**src/rtl/posit_encoder.sv**
```systemverilog
// posit_encoder
//
// Two-stage pipelined posit32 (es = 2) encoder. It packs a sign, a signed
// scale (4*k + e) and a 28-bit fraction into a 32-bit posit using
// round-to-nearest-even, saturation to maxpos/minpos and the special values
// zero and NaR. Both sides use an elastic valid/ready handshake.
//
// Stage 1 clamps the scale, builds the regime/exponent/fraction bit string
// and splits it into a 31-bit body, a round bit and a sticky bit.
// Stage 2 rounds, saturates, applies the sign and overrides for specials.
//
// Ports:
//   clk_i, rst_ni          clock, asynchronous active-low reset
//   flush_i                synchronous kill of all in-flight entries
//   in_valid_i/in_ready_o  input handshake
//   sign_i, is_zero_i, is_nar_i, scale_i, mant_i, sticky_i, tag_i
//                          operation payload
//   out_valid_o/out_ready_i output handshake
//   result_o               encoded posit
//   status_o               {NV, DZ, OF, UF, NX}
//   tag_o                  tag travelling with the result
module posit_encoder #(
    parameter int TagWidth = 5
) (
    input  logic                clk_i,
    input  logic                rst_ni,
    input  logic                flush_i,
    input  logic                in_valid_i,
    output logic                in_ready_o,
    input  logic                sign_i,
    input  logic                is_zero_i,
    input  logic                is_nar_i,
    input  logic signed [9:0]   scale_i,
    input  logic [27:0]         mant_i,
    input  logic                sticky_i,
    input  logic [TagWidth-1:0] tag_i,
    output logic                out_valid_o,
    input  logic                out_ready_i,
    output logic [31:0]         result_o,
    output logic [4:0]          status_o,
    output logic [TagWidth-1:0] tag_o
);

    // ------------------------------------------------------------------
    // Handshake control
    // ------------------------------------------------------------------
    logic s1_valid_r;
    logic s2_can_load_s;
    logic s1_advance_s;
    logic in_fire_s;

    assign s2_can_load_s = !out_valid_o || out_ready_i;
    assign s1_advance_s  = s1_valid_r && s2_can_load_s;
    assign in_ready_o    = !s1_valid_r || s2_can_load_s;
    assign in_fire_s     = in_valid_i && in_ready_o;

    // ------------------------------------------------------------------
    // Stage 1: decompose
    // ------------------------------------------------------------------
    // After clamping to [-120, 120] the scale fits in 8 signed bits, so
    // k = scale >>> 2 is simply the top six bits and e the bottom two.
    logic [7:0]  scale_clamped_s;
    logic        of_s;
    logic        uf_s;
    logic [5:0]  k_s;
    logic [1:0]  e_s;
    logic [5:0]  run_s;
    logic [5:0]  regime_len_s;
    logic [62:0] regime_word_s;
    logic [62:0] tail_s;
    logic [62:0] str_s;
    logic [30:0] body_s;
    logic        round_s;
    logic        sticky_s;

    // Scale saturation with overflow/underflow flags
    always_comb begin
        scale_clamped_s = scale_i[7:0];
        of_s            = 1'b0;
        uf_s            = 1'b0;
        if (scale_i > 10'sd120) begin
            scale_clamped_s = 8'h78;
            of_s            = 1'b1;
        end else if (scale_i < -10'sd120) begin
            scale_clamped_s = 8'h88;
            uf_s            = 1'b1;
        end else begin
            scale_clamped_s = scale_i[7:0];
        end
    end

    assign k_s = scale_clamped_s[7:2];
    assign e_s = scale_clamped_s[1:0];

    // Regime construction and assembly of the 63-bit posit string
    always_comb begin
        run_s         = 6'd0;
        regime_len_s  = 6'd0;
        regime_word_s = 63'd0;
        if (k_s[5]) begin
            // k < 0: (-k) zeros terminated by a single one
            run_s         = 6'd0 - k_s;
            regime_word_s = {1'b1, 62'd0} >> run_s;
            regime_len_s  = run_s + 6'd1;
        end else begin
            // k >= 0: (k+1) ones terminated by a zero
            run_s         = k_s + 6'd1;
            regime_word_s = ~({63{1'b1}} >> run_s);
            regime_len_s  = k_s + 6'd2;
        end
        tail_s   = {e_s, mant_i, 33'd0} >> regime_len_s;
        str_s    = regime_word_s | tail_s;
        body_s   = str_s[62:32];
        round_s  = str_s[31];
        sticky_s = (|str_s[30:0]) | sticky_i;
    end

    logic [30:0]         s1_body_r;
    logic                s1_round_r;
    logic                s1_sticky_r;
    logic                s1_sign_r;
    logic                s1_zero_r;
    logic                s1_nar_r;
    logic                s1_of_r;
    logic                s1_uf_r;
    logic [TagWidth-1:0] s1_tag_r;

    // Stage-1 payload capture on input transfer
    always_ff @(posedge clk_i) begin
        if (in_fire_s) begin
            s1_body_r   <= body_s;
            s1_round_r  <= round_s;
            s1_sticky_r <= sticky_s;
            s1_sign_r   <= sign_i;
            s1_zero_r   <= is_zero_i;
            s1_nar_r    <= is_nar_i;
            s1_of_r     <= of_s;
            s1_uf_r     <= uf_s;
            s1_tag_r    <= tag_i;
        end else begin
            s1_body_r   <= s1_body_r;
            s1_round_r  <= s1_round_r;
            s1_sticky_r <= s1_sticky_r;
            s1_sign_r   <= s1_sign_r;
            s1_zero_r   <= s1_zero_r;
            s1_nar_r    <= s1_nar_r;
            s1_of_r     <= s1_of_r;
            s1_uf_r     <= s1_uf_r;
            s1_tag_r    <= s1_tag_r;
        end
    end

    // ------------------------------------------------------------------
    // Stage 2: round and pack
    // ------------------------------------------------------------------
    logic        round_up_s;
    logic [31:0] sum_s;
    logic [30:0] body_rnd_s;
    logic [31:0] mag_s;
    logic [31:0] result_s;
    logic [4:0]  status_s;
    logic        nx_s;

    // Rounding (RNE on the bit pattern), saturation, sign and specials
    always_comb begin
        round_up_s = s1_round_r & (s1_sticky_r | s1_body_r[0]);
        sum_s      = {1'b0, s1_body_r} + {31'd0, round_up_s};
        if (sum_s[31]) begin
            body_rnd_s = 31'h7FFF_FFFF;
        end else if (sum_s[30:0] == 31'd0) begin
            // a nonzero value never rounds to zero
            body_rnd_s = 31'd1;
        end else begin
            body_rnd_s = sum_s[30:0];
        end
        mag_s = {1'b0, body_rnd_s};
        nx_s  = s1_round_r | s1_sticky_r | s1_of_r | s1_uf_r;
        if (s1_nar_r) begin
            result_s = 32'h8000_0000;
            status_s = 5'd0;
        end else if (s1_zero_r) begin
            result_s = 32'h0000_0000;
            status_s = 5'd0;
        end else begin
            result_s = s1_sign_r ? (32'd0 - mag_s) : mag_s;
            status_s = {1'b0, 1'b0, s1_of_r, s1_uf_r, nx_s};
        end
    end

    // Valid bits: flush wins over every handshake event
    always_ff @(posedge clk_i or negedge rst_ni) begin
        if (!rst_ni) begin
            s1_valid_r  <= 1'b0;
            out_valid_o <= 1'b0;
        end else if (flush_i) begin
            s1_valid_r  <= 1'b0;
            out_valid_o <= 1'b0;
        end else begin
            if (in_fire_s) begin
                s1_valid_r <= 1'b1;
            end else if (s1_advance_s) begin
                s1_valid_r <= 1'b0;
            end else begin
                s1_valid_r <= s1_valid_r;
            end
            if (s1_advance_s) begin
                out_valid_o <= 1'b1;
            end else if (out_ready_i) begin
                out_valid_o <= 1'b0;
            end else begin
                out_valid_o <= out_valid_o;
            end
        end
    end

    // Output payload registers, loaded when stage 1 advances
    always_ff @(posedge clk_i or negedge rst_ni) begin
        if (!rst_ni) begin
            result_o <= 32'd0;
            status_o <= 5'd0;
            tag_o    <= '0;
        end else if (s1_advance_s) begin
            result_o <= result_s;
            status_o <= status_s;
            tag_o    <= s1_tag_r;
        end else begin
            result_o <= result_o;
            status_o <= status_o;
            tag_o    <= tag_o;
        end
    end

endmodule

```
**config.mk**
```make
export PLATFORM = sky130hd
export DESIGN_NAME = posit_encoder
export DESIGN_NICKNAME = d
export VERILOG_FILES = /design/src/rtl/posit_encoder.sv
export SDC_FILE = /design/constraint.sdc
export NUM_CORES = 1
export LEC_CHECK = 0
export CAP_MARGIN = 10
export CORE_ASPECT_RATIO = 1.25
export CORE_MARGIN = 5
export CORE_UTILIZATION = 40
export CTS_BUF_LIST = sky130_fd_sc_hd__clkbuf_2
export DETAILED_ROUTE_END_ITERATION = 10
export PLACE_DENSITY = 0.7
export SYNTH_ARGS = -nofsm -noshare
export SYNTH_HDL_FRONTEND = slang
export SYNTH_SLANG_ARGS = --single-unit
```
**constraint.sdc**
```tcl
create_clock -name clk_i -period 6.2 [get_ports clk_i]
set_input_delay 0.62 -clock clk_i [delete_from_list [all_inputs] [get_ports clk_i]]
set_output_delay 0.62 -clock clk_i [all_outputs]
set_load 0.01 [all_outputs]
```
* Word level (Yosys, flattened, before mapping)
Cells that the tools add are included.
Cells by class: shift-type cells 3, muxes and demuxes 19, bitwise logic cells 8, add/sub/neg operators 6, reduce and logical (&&, ||, !) cells 10, $lt $le $gt $ge 2
Operators with widths (count):
- 63-bit by 6-bit right shift with 63-bit output (first input constant) | 2
- 32-bit two-way mux | 3
- 63-bit two-way mux | 1
- 63-bit NOT | 1
- 63-bit bitwise OR | 1
- 63-bit by 6-bit right shift with 63-bit output | 1
- 31-bit two-way mux | 2
- 31-bit by 1-bit adder with 32-bit output | 1
- 1-bit by 31-bit subtractor with 32-bit output (first input constant) | 1
- 31-bit logical NOT | 1
- 31-bit OR reduction | 1
- 8-bit two-way mux | 2
- 6-bit by 1-bit adder with 6-bit output (second input constant) | 2
- 10-bit by 8-bit greater-than comparator with 1-bit output (second input constant) | 1
- 10-bit by 8-bit less-than comparator with 1-bit output (second input constant) | 1
- 1-bit two-way mux | 8
- 6-bit by 2-bit adder with 6-bit output (second input constant) | 1
- 3-bit two-way mux | 2
- 6-bit two-way mux | 1
- 3-bit nonzero test | 2
- 1-bit by 6-bit subtractor with 6-bit output (first input constant) | 1
- 1-bit bitwise OR | 5
- 1-bit logical AND | 2
- 1-bit logical NOT | 2
- 2 further kinds | 3
Storage, ports and cells: register bits 87, input bits 52

* Depth between registers and ports, before layout
Gate-level depths: netlist of the first run.
depth in word-level cells 10, gate-level depth with buffers 22, gate-level depth less buffers 20

* Worst setup path after synthesis of the first run
Ideal clock, no wire load.
kind input to register, from input port scale_i[2], to register s1_sticky_r, data pin, path slack 0.099 ns, stages on the path 21, required time 5.925 ns, library setup time 0.275 ns, arrival 5.825 ns, buffers on the path 3, cells stage by stage clkbuf_1 or3_1 a211oi_1 a21oi_1 or2_2 inv_1 ha_1 xor2_1 clkbuf_1 ha_1 mux2i_1 clkbuf_1 mux2i_1 a21boi_0 a21oi_1 a21oi_1 nand3_1 or4_1 a21o_1 o41ai_1 nand4_1
Between the ends: word-level cells in the longest chain between the ends 10, elaborated cells on any way between the ends 17, classes of those cells add/sub: 4; order compare: 2; shift: 3; mux: 4; bitwise: 3; reduce/logical: 1
Ends and longest elaborated chain:
- from (decl) | line 33 | input logic signed [9:0] scale_i,
- 10-bit by 8-bit less-than comparator with 1-bit output | line 84 | end else if (scale_i < -10'sd120) begin
- 8-bit two-way mux | line 84
- 8-bit two-way mux * | line 81 | if (scale_i > 10'sd120) begin
- 1-bit by 6-bit subtractor with 6-bit output / 6-bit by 1-bit adder with 6-bit output (equally long branches) | line 102, 107
- 6-bit by 1-bit adder with 6-bit output / 63-bit by 6-bit right shift with 63-bit output (equally long branches) | line 104, 108
- 6-bit two-way mux / 63-bit NOT (equally long branches) | line 100, 108
- 63-bit by 6-bit right shift with 63-bit output / 63-bit two-way mux (equally long branches) | line 111, 100
- 63-bit bitwise OR * | line 112 | str_s = regime_word_s | tail_s;
- 31-bit OR reduction * | line 115 | sticky_s = (|str_s[30:0]) | sticky_i;
- 1-bit bitwise OR * | line 115
- named net sticky_s | line 74 | logic sticky_s;
- to (signal assigned) | line 133 | s1_sticky_r <= sticky_s;
- to (signal assigned) | line 143 | s1_sticky_r <= s1_sticky_r;
- to (decl) | line 120 | logic s1_sticky_r;
Mark *: on every way through the listed nets, which the timed path passes. The rest lies on a longest branch. A chain may end at the register's enable or synchronous reset.

* Worst setup path after layout of the first run
from register s1_sticky_r, to register result_o[24]
Between the ends: word-level cells in the longest chain between the ends 10
Ends and longest elaborated chain:
- 1-bit bitwise OR * | line 166 | round_up_s = s1_round_r & (s1_sticky_r | s1_body_r[0]);
- 1-bit AND * | line 166
- 31-bit by 1-bit adder with 32-bit output * | line 167 | sum_s = {1'b0, s1_body_r} + {31'd0, round_up_s};
- 31-bit logical NOT | line 170 | end else if (sum_s[30:0] == 31'd0) begin
- 31-bit two-way mux | line 170
- 31-bit two-way mux * | line 168 | if (sum_s[31]) begin
- 1-bit by 31-bit subtractor with 32-bit output | line 185 | result_s = s1_sign_r ? (32'd0 - mag_s) : mag_s;
- 32-bit two-way mux * | line 185
- 32-bit two-way mux * | line 181 | end else if (s1_zero_r) begin
- 32-bit two-way mux * | line 178 | if (s1_nar_r) begin
- to (signal assigned) | line 223 | result_o <= result_s;
- to (signal assigned) | line 227 | result_o <= result_o;
- to (decl) | line 39 | output logic [31:0] result_o,
Every way passes the cells marked *; elsewhere a longest branch is shown, timed or not.

==> impl_metrics.py, run 1 <==
metrics = {
    "status": {
        "status": "finished clean",
    },
    "setup_path": {
        "startpoint": "s1_sticky_r",
        "rr_worst_depth": 21,
        "r2r_start": "s1_sticky_r",
        "rrSetupSlack_ns": 0.48,
        "max_stage_delay_ns": 0.56,
        "worstPathMaxFanout": 7,
        "worst_setup_path_end_kind": "flop",
        "r2r-end": "result_o[24]",
        "required_ns": 6.65,
        "cp_cell_sequence": "o21a_1 > ha_1 > ha_1 > nand2_1 > or4_1 > nor4_1 > nor3_1 > a31oi_1 > or4_4 > nor2_4 > nor3_2 > ha_1 > o2111ai_1 > or4_1 > nor4_1 > buf_4 > nor4b_2 > nand2_1 > o31ai_1 > xnor2_1 > o21ai_0",
        "crit_type": "reg2reg",
        "critPathLaunchType": "flop",
        "worstPathArrival_ns": 6.17,
        "slowest_stage": "or4_1",
        "cp_common_cell": "ha_1",
        "timing.critical_path.to": "result_o[24]",
    },
    "synthesis": {
        "synth.distinct_cells": 86,
        "syn_area_sq_um": 8590,
        "synth-seq-cells": 85,
        "synth_seq_area_share": 0.273,
        "synth_edf_count": 43,
        "synth_area_leaders": "edfxtp_1 15%, dfrtp_1 12%, nand2_1 5.7%, mux2i_1 5.2%, o21ai_0 4.5%",
        "synth_most_common_cell": "nand2_1",
        "synth_top_area_cell": "edfxtp_1",
        "synth_ff_type": "edfxtp_1",
        "synth_top_area_share": 0.150,
        "synth_common_cells": "130 x nand2_1, 91 x nor2_1, 78 x o21ai_0",
        "synthArstFlopShare": 0.494,
        "syn_inst": 1104,
        "avgSynthCellArea_sq_um": 7.78,
        "yosys_warnings": 0,
    },
    "sta": {
        "drv_slew": 0,
        "setup_viol": 0,
        "min_period_over_period": 0.923,
        "rsz0062_at_grt": "false",
        "finalHoldViolations": 0,
        "fmax_ghz": 0.175,
        "fin_worst_skew_ns": 0.0449,
        "finalSetupTns_ns": 0,
        "period_needed_ns": 5.72,
        "relSlewSlack": 0.282,
        "worst_slew_pin_slew_ns": 1.07,
    },
    "clocking": {
        "cts.sinks": 85,
        "cts_hold_buf": 0,
        "cts_setup_buffers": 0,
        "htree_levels": 3,
        "numCtsBuffers": 9,
        "clk_latency_ns": 0.55,
        "cts.clk_slew.worst_paths_ns": 0.25,
        "cts_buffer_depth": 2,
        "cts_tree": "done",
        "cts_root_buffer": "clkbuf_2",
        "cts-resized-gates": 0,
    },
    "grt": {
        "antenna_found_initial": 0,
        "grt.total_usage": 0.227,
        "grt-ovfl-total": 0,
        "first_global_vias": 8869,
        "grt_pass1_wl_um": 46400,
        "grt_max_degree": 44,
    },
    "route": {
        "vias": 9213,
        "postRouteWirelength_um": 28600,
        "drt-initial-drc-count": 914,
        "detail-route-antenna-nets": 0,
        "drtPass1Iterations": 7,
        "vias_per_cell": 6.27,
        "wl_per_cell_um": 19.5,
        "drcViolationCount": 0,
    },
    "floorplanning": {
        "coreArea_sq_um": 21300,
        "chipWidth_um": 141,
        "rows": 60,
        "start_util": 0.403,
        "io_pins": 96,
        "die_y_um": 174,
        "fp.dieArea_sq_um": 24500,
    },
    "final_layout": {
        "final.fill_count": 2169,
        "nets": 1250,
        "drive_gt1_frac": 0.106,
        "area_delta_synth_final_pct": 17.8,
        "final_util": 0.475,
        "final_cell_area_sq_um": 10100,
        "diodes": 0,
    },
    "power_and_ir_drop": {
        "pwr-share-clk": 0.145,
        "power_mw": 2.03,
        "intPower_mw": 1.19,
        "power.density_nw_per_um2": 201,
        "power_frac_seq": 0.364,
        "combPwrFrac": 0.491,
        "swShare": 0.415,
        "ir_worst_vdd_mv": 0.123,
        "switchingPower_uw": 844,
        "leakagePower_nw": 3.75,
    },
    "run": {
        "cap_violations": 0,
    },
    "placement": {
        "dpl-instance-area_sq_um": 10000,
        "numPortBuffers": 93,
        "place_congestion": 1.03,
        "dp_hpwl_um": 22800,
    },
    "worst_hold_path": {
        "min_path_type": "in2async",
    },
}
-- logic make-up (layout without fill, tap and decap cells) --
kind of cell / Yosys count / count (layout) / synth area share
AO/OA/AOI/OAI: 334 / 334 / 0.262
XOR/XNOR: 54 / 54 / 0.0551
adder cells (fa/ha/maj): 13 / 13 / 0.0189
buffers and inverters: 102 / 187 / 0.0479
flip-flops: 85 / 85 / 0.273
multiplexers: 67 / 67 / 0.0813
other: 1 / 2 / 0.000437
AND/OR/NAND/NOR: 448 / 448 / 0.261
-- layer usage --
metal | vias up | part of all wire | track usage
met3 | 110 | 0.061 | 0.0254
met4 | 0 | 0.057 | 0.120
li1 | 4372 | - | -
met1 | 4236 | 0.39 | 0.267
met2 | 495 | 0.49 | 0.402
met5 | - | 0 | 0
-- power groups by stage --
stage / sequential [mW] / combinational, mW / clock [mW]
2_1_floorplan: 0.743 / 0.629 / 0
3_3_place_gp: 0.750 / 0.977 / 0
3_5_place_dp: 0.753 / 0.978 / 0
4_1_cts: 0.740 / 0.981 / 0.308
5_1_grt: 0.753 / 1.08 / 0.330
6_report: 0.740 / 0.998 / 0.295
-- placed cells by master (no fill, tap or decap), types with 16 or more instances in the layout --
| cell type | Yosys | final |
|---|---|---|
| a211oi_1 | 23 | 23 |
| xnor2_1 | 36 | 36 |
| mux2i_1 | 45 | 44 |
| nor4_1 | 23 | 22 |
| buf_4 | 2 | 55 |
| nand4_1 | 16 | 16 |
| nand2_1 | 130 | 130 |
| a31oi_1 | 25 | 25 |
| xor2_1 | 18 | 18 |
| edfxtp_1 | 43 | 43 |
| dfrtp_1 | 42 | 42 |
| mux2_2 | 22 | 22 |
| a21oi_1 | 63 | 63 |
| o21ai_0 | 78 | 78 |
| clkdlybuf4s50_1 | 0 | 92 |
| inv_1 | 20 | 20 |
| nand3_1 | 48 | 48 |
| nor2_1 | 91 | 91 |
| nor3_1 | 50 | 50 |
-- critical path: cells and delay by family, from the launching register on --
kind | cells | cell delay (ns)
simple gates | 11 | 2.93
buf+inv | 1 | 0.18
flops | 1 | 0.46
xor+xnor | 1 | 0.15
compound gates | 5 | 1.02
fa+ha+maj | 3 | 0.88
-- area by class of cell --
cell class,instances,area [sq um],area share
sequential,85,2340,0.231
clock inverter,7,78.8,0.00779
timing repair buffer,149,1360,0.134
tap,279,349,0.0345
clock buffer,9,45.0,0.00445
multi-input combinational,918,5860,0.579
inverter,22,82.6,0.00816
-- how the worst min path moves through the flow --
stage                      from      endpoint  slack, ns
floorplan                rst_ni   out_valid_o       0.32
global placement    s1_tag_r[2]      tag_o[2]       0.46
detailed placement  s1_tag_r[1]      tag_o[1]       0.47
CTS                      rst_ni      tag_o[3]       0.11
global route             rst_ni  result_o[10]       0.17
finish                   rst_ni    s1_valid_r       0.16
-- stage by stage --
stage          setup WS [ns]  instances  hold WS, ns
3_5_place_dp         0.00611       1453        0.470
4_1_cts                0.539       1469        0.113
6_report               0.478       1469        0.157
3_3_place_gp           0.186       1453        0.459
2_1_floorplan         0.0992       1105        0.324
5_1_grt                0.149       1469        0.166
-- state kept, by name (all words and copies together) (netlist names), 3 cells and up --
| signal | cells |
|---|---|
| s1_body_r | 31 |
| result_o | 32 |
| s1_tag_r | 5 |
| status_o | 3 |
| tag_o | 5 |
Power figures use the tool's default switching activity.
==> run 2: changes to the inputs <==
Settings changed: CORE_UTILIZATION 40 to 35, PLACE_DENSITY 0.7 to 0.64, REMOVE_ABC_BUFFERS set to 1.
==> impl_metrics.py, run 2 (synthesis results as in run 1) <==
metrics = {
    "clocking": {
        "numCtsBuffers": 9,
        "cts_setup_buffers": 0,
        "cts.sinks": 85,
        "cts_buffer_depth": 2,
        "htree_levels": 3,
        "clk_latency_ns": 0.58,
        "cts_tree": "done",
        "cts-resized-gates": 0,
        "cts_hold_buf": 0,
        "cts_root_buffer": "clkbuf_2",
        "cts.clk_slew.worst_paths_ns": 0.23,
    },
    "final_layout": {
        "final_cell_area_sq_um": 10300,
        "largest_register_ff_count": 32,
        "top_register": "result_o",
        "nets": 1260,
        "multiInputGateArea_sq_um": 5870,
        "seqCellArea_sq_um": 2340,
        "reg.largest.list": "result_o: 32 flops, s1_body_r: 31 flops",
        "drive_gt1_frac": 0.113,
        "instances_no_fill": 1531,
        "final_cell_mix": "130 x nand2_1, 92 x clkdlybuf4s50_1, 91 x nor2_1",
        "final.fill_count": 2607,
        "area_delta_synth_final_pct": 19.4,
        "final_common_cell": "nand2_1",
    },
    "floorplanning": {
        "coreArea_sq_um": 24300,
        "fp.dieArea_sq_um": 27800,
        "chipWidth_um": 150,
        "start_util": 0.353,
        "io_pins": 96,
        "rows": 64,
        "die_y_um": 185,
    },
    "worst_hold_path": {
        "min_path_type": "in2async",
    },
    "grt": {
        "antenna_found_initial": 1,
        "grt-ovfl-total": 0,
        "grt_pass1_wl_um": 47100,
        "first_global_vias": 8822,
        "grt.total_usage": 0.208,
        "grt_max_degree": 44,
    },
    "status": {
        "status": "finished clean",
    },
    "route": {
        "drcViolationCount": 0,
        "drtPass1Iterations": 5,
        "vias_per_cell": 6.01,
        "wl_per_cell_um": 19.0,
        "vias": 9203,
        "postRouteWirelength_um": 29100,
        "detail-route-antenna-nets": 0,
        "drt-initial-drc-count": 778,
    },
    "sta": {
        "setup_viol": 0,
        "rsz0062_at_grt": "false",
        "min_period_over_period": 0.894,
        "drv_slew": 0,
        "worst_slew_pin_slew_ns": 0.995,
        "period_needed_ns": 5.54,
        "relSlewSlack": 0.334,
        "finalHoldViolations": 0,
        "fmax_ghz": 0.180,
        "fin_worst_skew_ns": 0.0218,
        "fin_hold_ws_ns": 0.140,
    },
    "setup_path": {
        "critPathLaunchType": "input port",
        "worstPathMaxFanout": 26,
        "crit_type": "in2reg",
        "worstPathArrival_ns": 5.87,
        "worst_setup_path_end_kind": "flop",
        "required_ns": 6.53,
    },
    "placement": {
        "dpl-instance-area_sq_um": 10100,
        "place_congestion": 0.977,
        "dp_hpwl_um": 23000,
        "dp.cells": 1514,
        "numPortBuffers": 93,
    },
    "run": {
        "cap_violations": 0,
    },
    "power_and_ir_drop": {
        "power.density_nw_per_um2": 198,
        "power_mw": 2.03,
        "leakagePower_nw": 3.79,
        "ir_worst_vdd_mv": 0.0726,
    },
}
[run 2: cell type report]
| type | instances | area share |
|---|---|---|
| Sequential cell | 85 | 0.228 |
| Tap cell | 330 | 0.0403 |
| Timing Repair Buffer | 159 | 0.140 |
| Multi-Input combinational cell | 918 | 0.572 |
| Antenna cell | 1 | 0.000244 |
| Clock inverter | 6 | 0.00610 |
| Clock buffer | 10 | 0.00488 |
| Inverter | 22 | 0.00805 |
[run 2: report_power, final]
group / switching, mW / internal (mW) / total [mW]
Combinational: 0.584 / 0.425 / 1.01
Clock: 0.188 / 0.0933 / 0.281
Sequential: 0.0636 / 0.677 / 0.740
Total: 0.835 / 1.19 / 2.03
[run 2: worst max-delay path: stages]
cell and delay (ns):
clkdlybuf4s50_1 0.44, or3_1 0.37, a211oi_1 0.34, a21oi_1 0.14
or2_2 0.35, inv_1 0.15, ha_1 0.30, xor2_1 0.23
ha_1 0.30, mux2i_4 0.21, buf_12 0.21, mux2i_1 0.31
mux2i_1 0.15, a222oi_1 0.60, mux2i_1 0.21, mux2i_1 0.27
nand4_1 0.12, o41ai_1 0.41, nand4_1 0.14
[run 2: per-stage QoR]
| stage | TNS, ns | util | setup slack (ns) |
|---|---|---|---|
| after floorplan | -9.04 | - | -1.08 |
| after global routing | 0 | 0.421 | 0.0360 |
| final | 0 | 0.421 | 0.657 |
| after detailed placement | 0 | 0.416 | 0.131 |
| after CTS | 0 | 0.421 | 0.651 |
| after global placement | 0 | 0.416 | 0.298 |
[run 2: final timing paths]
kind                       slack [ns]  depth (start not counted)          from      endpoint
setup / recovery                 0.66                         19    scale_i[0]   s1_sticky_r
hold / removal                   0.14                          1        rst_ni      tag_o[1]
setup reg to reg                 0.67                         20   s1_sticky_r  result_o[24]
hold reg to reg                  0.50                          2  result_o[31]  result_o[31]
max in group asynchronous        5.46                          1        rst_ni  result_o[21]
min in group clk_i               0.50                          2  result_o[31]  result_o[31]
[run 2: routing by layer]
layer / vias up / routed length, um / track usage / part of all wire
met5: - / 0 / 0 / 0
met1: 4321 / 11600 / 0.253 / 0.40
met3: 89 / 1600 / 0.0206 / 0.055
met2: 404 / 14400 / 0.368 / 0.50
met4: 0 / 1450 / 0.101 / 0.050
li1: 4389 / - / - / -
